[src/rtl/vend_pkg.sv]
// Shared vending types: purchase/payment state encoding and the quantity-width helper.
package vend_pkg;

  typedef enum logic [1:0] {
    IDLE   = 2'd0,
    SELECT = 2'd1,
    PAY    = 2'd2,
    DONE   = 2'd3
  } state_t;

  // Bits needed to hold a quantity of 0..sel_n.
  function automatic int unsigned qty_width(input int unsigned sel_n);
    return $clog2(sel_n + 1);
  endfunction

endpackage

[src/rtl/onehot_qty_decode.sv]
// Turns one-hot quantity switches into a quantity (MSB = qty 1, LSB = qty SEL_N) plus a valid flag.
module onehot_qty_decode
  import vend_pkg::*;
#(
  parameter  int unsigned SEL_N = 7,
  localparam int unsigned QTY_W = qty_width(SEL_N)
) (
  input  logic [SEL_N-1:0] count,
  output logic [QTY_W-1:0] qty,
  output logic             valid
);

  always_comb begin
    valid = (count != '0) && ((count & (count - SEL_N'(1))) == '0);
    qty   = '0;
    for (int i = 0; i < int'(SEL_N); i++) begin
      if (count[i]) qty = QTY_W'(int'(SEL_N) - i);
    end
  end

endmodule

[src/rtl/purchase_entry_ctrl.sv]
// Purchase-entry controller: validates a quantity selection against stock, then holds a pay request.
// Optional macro STOCK_CLAMP_EN: an over-stock selection buys the remaining stock instead of erroring.
module purchase_entry_ctrl
  import vend_pkg::*;
#(
  parameter  int unsigned SEL_N       = 7,
  parameter  int unsigned STOCK_W     = 3,
  parameter  int unsigned TIMEOUT_CYC = 1000,
  localparam int unsigned QTY_W       = qty_width(SEL_N)
) (
  input  logic               clk,
  input  logic               rst_n,
  input  logic               query_en,
  input  logic               cancel,
  input  logic [STOCK_W-1:0] stock,
  input  logic [SEL_N-1:0]   count_in,
  input  logic               confirm,
  input  logic               pay_done,
  input  logic               pay_fail,
  output logic [QTY_W-1:0]   buy_count,
  output logic               enterpay,
  output logic               sale_ok,
  output logic               err,
  output logic               busy
);

  localparam int unsigned CMP_W = (STOCK_W > QTY_W) ? STOCK_W : QTY_W;
  localparam int unsigned TMR_W = $clog2(TIMEOUT_CYC);
  localparam logic [TMR_W-1:0] TMR_LAST = TMR_W'(TIMEOUT_CYC - 1);

  state_t             state_q, state_d;
  logic [QTY_W-1:0]   dec_qty;
  logic               dec_valid;
  logic [CMP_W-1:0]   stock_x, qty_x;
  logic [QTY_W-1:0]   latch_qty;
  logic               abort;
  logic               err_d, enterpay_d, sale_ok_d, busy_d;
  logic [QTY_W-1:0]   buy_count_d;
  logic [TMR_W-1:0]   timer_q, timer_d;

  onehot_qty_decode #(.SEL_N(SEL_N)) u_decode (
    .count (count_in),
    .qty   (dec_qty),
    .valid (dec_valid)
  );

  assign stock_x = CMP_W'(stock);
  assign qty_x   = CMP_W'(dec_qty);
  assign abort   = cancel || !query_en;

  always_ff @(posedge clk or negedge rst_n) begin
    if (!rst_n) state_q <= IDLE;
    else        state_q <= state_d;
  end

  // Transition decisions; err_d flags a rejected confirm or a failed/timed-out payment.
  always_comb begin
    state_d   = state_q;
    err_d     = 1'b0;
    latch_qty = dec_qty;
    case (state_q)
      IDLE: begin
        if (!abort) state_d = SELECT;
      end
      SELECT: begin
        if (abort) begin
          state_d = IDLE;
        end else if (confirm) begin
          if (!dec_valid || stock_x == '0) begin
            err_d = 1'b1;
          end else if (qty_x <= stock_x) begin
            state_d = PAY;
          end else begin
`ifdef STOCK_CLAMP_EN
            latch_qty = QTY_W'(stock_x);
            state_d   = PAY;
`else
            err_d = 1'b1;
`endif
          end
        end
      end
      PAY: begin
        if (abort) begin
          state_d = IDLE;
        end else if (pay_done) begin
          state_d = DONE;
        end else if (pay_fail || timer_q == TMR_LAST) begin
          state_d = IDLE;
          err_d   = 1'b1;
        end
      end
      DONE:    state_d = IDLE;
      default: state_d = IDLE;
    endcase
  end

  // Next values of the registered outputs, derived from the upcoming state.
  always_comb begin
    buy_count_d = buy_count;
    if (state_d == IDLE)                           buy_count_d = '0;
    else if (state_q == SELECT && state_d == PAY)  buy_count_d = latch_qty;
    enterpay_d = (state_d == PAY);
    sale_ok_d  = (state_d == DONE);
    busy_d     = (state_d != IDLE);
    timer_d    = (state_q == PAY && state_d == PAY) ? timer_q + TMR_W'(1) : '0;
  end

  always_ff @(posedge clk or negedge rst_n) begin
    if (!rst_n) begin
      buy_count <= '0;
      enterpay  <= 1'b0;
      sale_ok   <= 1'b0;
      err       <= 1'b0;
      busy      <= 1'b0;
      timer_q   <= '0;
    end else begin
      buy_count <= buy_count_d;
      enterpay  <= enterpay_d;
      sale_ok   <= sale_ok_d;
      err       <= err_d;
      busy      <= busy_d;
      timer_q   <= timer_d;
    end
  end

endmodule
[config.mk]
export PLATFORM = sky130hd
export DESIGN_NAME = purchase_entry_ctrl
export DESIGN_NICKNAME = d
export VERILOG_FILES = /design/src/rtl/vend_pkg.sv /design/src/rtl/onehot_qty_decode.sv /design/src/rtl/purchase_entry_ctrl.sv
export SDC_FILE = /design/constraint.sdc
export NUM_CORES = 1
export LEC_CHECK = 0
export CORE_AREA = 5 5 55 57
export CTS_BUF_LIST = sky130_fd_sc_hd__clkbuf_4 sky130_fd_sc_hd__clkbuf_8 sky130_fd_sc_hd__clkbuf_16
export CTS_CLUSTER_DIAMETER = 120
export DETAILED_ROUTE_END_ITERATION = 12
export DIE_AREA = 0 0 60 62
export HOLD_SLACK_MARGIN = 0.12
export PLACE_DENSITY = 0.87
export SKIP_LAST_GASP = 1
export SLEW_MARGIN = 20
export SYNTH_ARGS = -nofsm -noshare
export SYNTH_HDL_FRONTEND = slang
export SYNTH_SLANG_ARGS = --single-unit
[constraint.sdc]
create_clock -name clk -period 5.66 [get_ports clk]
set_input_delay 1.132 -clock clk [delete_from_list [all_inputs] [get_ports clk]]
set_output_delay 1.132 -clock clk [all_outputs]
set_load 0.02 [all_outputs]
==> summary.md <==
| Metric | Value |
|---|---|
| Status | `complete, no violations` |
| CTS Buf Count | `3` |
| Kind of critical path | `primary input to flop` |
| Setup slack, reg-to-reg | `3.11 ns` |
| Setup crit end kind | `flop` |
| Final design instance area without fill | `between 1500 and 2000 um^2` |
| Vias in the first global route | `between 1,000 and 1,500` |
| Max_cap viols | `0` |
| Clk Latency, worst-skew pair | `slightly below 0.3 ns` |
| Total grt overflow | `0` |
| Antenna Nets Post-Route | `0` |
| Final setup TNS | `0 ns` |
| Fmax | `around 0.26 GHz` |
| Clock Power Share | `a little over 20%` |
| Worst hold start | `timer_q[0]` |
| Largest net degree at the start of global routing | `20` |
| Share of cells above drive strength 1 | `a little over an eighth` |
| Die area | `3720 um^2` |
| # nets final | `between 150 and 200` |
| Setup bufs post-CTS | `0` |
| Slew @ Worst Pin | `0.8726 ns` |
| Worst-path clk slew | `approximately 0.10 ns` |
| Worst r2r path cells | `7` |
| Dpl cell area | `around 1500 um^2` |
| PortBufs | `23` |
| Lkg Pwr | `between 0.5 and 0.6 nW` |
| Syn Nets | `158` |
| Max IR drop VDD | `0.1472 mV` |
| Mapped cell area | `1274 um^2` |
| Psw | `between 0.1 and 0.15 mW` |
| Combinational power share | `35.3%` |
| Worst Setup SP | `count_in[1]` |
| All-Layer GR Usage | `between 10% and 20%` |
| GR peak layer | `met2` |
| Routability Congestion | `0.8886` |
| Crit Reg-Reg Endpoint | `buy_count[0]` |
| # setup viols final | `0` |
| Antenna Diode Count | `0` |
| Crit path arrival time | `around 4.0 ns` |
| Initial DRC count | `between 40 and 50` |
| Register area share after synthesis | `approximately 37%` |
| Initial Utilization | `around 52%` |
| Post-Syn Instances | `134` |
| Layout fillers | `~210` |
| HPWL Detailed | `2062 um` |
| Post-DR vias/cell | `5.690` |
| DR WL/cell | `13.70 um` |
| Routed WL | `2561 um` |
| Top Ports | `24` |
| H-tree levels | `1` |
| Clock Sinks | `19` |
| RSZ-0062 raised after global routing | `false` |
| Post-CTS Resized | `0` |
| Setup crit end | `buy_count[0]` |
| Yosys top cell area share | `a little under two fifths` |
| Yosys cell types | `37` |
| Hold Path Class | `flop to flop` |
| TritonRoute pass-1 iters | `4` |
| Avg Inst Size Synth | `approximately 9.5 um^2` |
| Min Clock Period, post-route | `3.817 ns` |
| Global Route met3 Usage | `2.066%` |
| Pint | `~0.22 mW` |
| PD cells | `215.9 nW/um^2` |
| Total number of vias | `between 1,000 and 1,500` |
| Slew margin rel. | `between 40% and 50%` |
| Core ar. | `roughly 2400 um^2` |
| Root Buffer | `clkbuf_4` |
| Cell taking the most area after synthesis | `dfrtp_1` |
| Clock Path Buffers | `2` |
| Final worst path period share | `67.44%` |
| Hold-fix buffers at CTS | `0` |
| Sequential power share | `roughly 44%` |
| Global-route wire length before repair | `around 4500 um` |
| Horiz. Die Dim | `approximately 60 um` |
| Net Sw Frac | `between 30% and 40%` |
| Chip Height | `62 um` |
| # DRC | `0` |
| # rows | `18` |
| Slew Viols, Final | `0` |
| CP Max Fanout | `17` |
| Grt met2 use | `between 20 and 30%` |
| GR Layer Usage met1 | `between 10% and 20%` |
| Clock tree from TritonCTS | `yes` |
| Clk_skew | `roughly 0.0024 ns` |
| Synth area leaders | `dfrtp_1 37%, nor4_2 7.9%, ha_1 6.9%` |
| Worst R2R Start | `timer_q[0]` |
| Area delta synth->final | `21.51%` |
| Synthesis-stage register bit count | `19` |
| Final hold vios | `0` |
| Yosys warnings | `0` |
| Critical Path RT | `a little under 6 ns` |
| Initial antenna violation count | `0` |
| Worst setup SP type | `primary input` |
==> metrics by stage <==
stage                     power [mW]  hold slack, ns  util [%]  instances  worst slack [ns]
after floorplan               0.2332          0.4738         -        134             2.445
after global placement        0.2638          0.4999     62.40        183             1.644
after detailed placement      0.2677          0.5032     62.40        183             1.557
after CTS                     0.3385          0.5190     63.63        187             1.885
after global routing          0.3580          0.5315     63.63        187             1.687
final                         0.3342          0.5201     63.63        187             1.843
==> state kept, by name, summed over array words and instances (netlist names) <==
register	flops
timer_q	10
buy_count	3
state_q	2
busy	1
enterpay	1
err	1
sale_ok	1
==> power by group through the flow <==
stage                     clock network [mW]  registers, mW  logic, mW
after global placement                     0          0.149      0.115
after CTS                             0.0728          0.147      0.119
final                                 0.0693          0.147      0.118
after global routing                  0.0799          0.148      0.130
after detailed placement                   0          0.149      0.119
after floorplan                            0          0.153     0.0801
==> cell type report <==
type                    count  area, um^2  area share (%)
flip-flops and latches     19       475.5           30.72
repair buffers             23       230.2           14.87
clock buffers               4       30.03           1.940
well taps                  30       37.54           2.425
inverters                  11       41.29           2.668
multi-input cells         100       733.2           47.37
==> logic make-up after synthesis <==
| group | share of synthesized area (%) |
|---|---|
| AND/OR/NAND/NOR | 29.27 |
| XOR/XNOR | 5.501 |
| adder cells (fa/ha/maj) | 7.760 |
| flip-flops | 37.33 |
| AO/OA/AOI/OAI | 15.03 |
| buffers and inverters | 5.108 |
==> per-layer routing <==
layer  up-vias  routed length (um)
met1       502                1115
met2        21                1329
li1        539                   -
met3         2                  82
met4         0                  34
met5         -                   0
==> cells in the final DEF, fill, tap and decap left out, drive strengths merged <==
cell type and instances:
nor2 12, nor4b 1, and2b 1, or2 2, a2111oi 1, nand2b 5
o221a 1, nand2 5, o41a 1, a211oi 4, inv 11, o32ai 4
xnor2 3, a31oi 1, nand3 7, clkdlybuf4s50 23, and2 1, maj3 1
ha 7, nand4b 1, o21ai 7, nand4 1, and3 3, xor2 5
nor4 10, nor2b 1, a21oi 7, clkbuf 4, dfrtp 19, a21boi 1
nor3 7
==> synthesized netlist by cell type <==
cell / number
dfrtp_1: 19
nor2_1: 12
inv_1: 11
nor4_2: 8
ha_1: 7
nand3_1: 7
a21oi_1: 6
nor3_1: 6
nand2_1: 5
nand2b_1: 5
o21ai_0: 5
xor2_1: 5
a211oi_1: 4
o32ai_1: 4
and3_1: 3
xnor2_1: 3
clkbuf_1: 2
nor4_1: 2
or2_2: 2
a2111oi_0: 1
a21boi_2: 1
a21oi_2: 1
a31oi_1: 1
and2_1: 1
and2b_1: 1
buf_2: 1
buf_6: 1
maj3_2: 1
nand4_1: 1
nand4b_1: 1
nor2b_1: 1
nor3_2: 1
nor4b_4: 1
o21ai_1: 1
o21ai_2: 1
o221a_2: 1
o41a_1: 1
==> critical path, cell delays in order <==
cell	delay, ns
clkdlybuf4s50_1	0.49
nor4_2	0.37
and2b_1	0.24
ha_1	0.30
nand3_1	0.08
o21ai_0	0.08
o21ai_1	0.27
nor3_2	0.10
a21boi_2	0.71
o32ai_1	0.18
==> how the worst min path moves through the flow <==
stage / end / cells past startpoint
2_1_floorplan: timer_q[0] / 1
4_1_cts: timer_q[0] / 1
3_5_place_dp: timer_q[0] / 1
5_1_grt: timer_q[0] / 1
6_report: timer_q[0] / 1
3_3_place_gp: timer_q[0] / 1
Power figures use the tool's default switching activity.
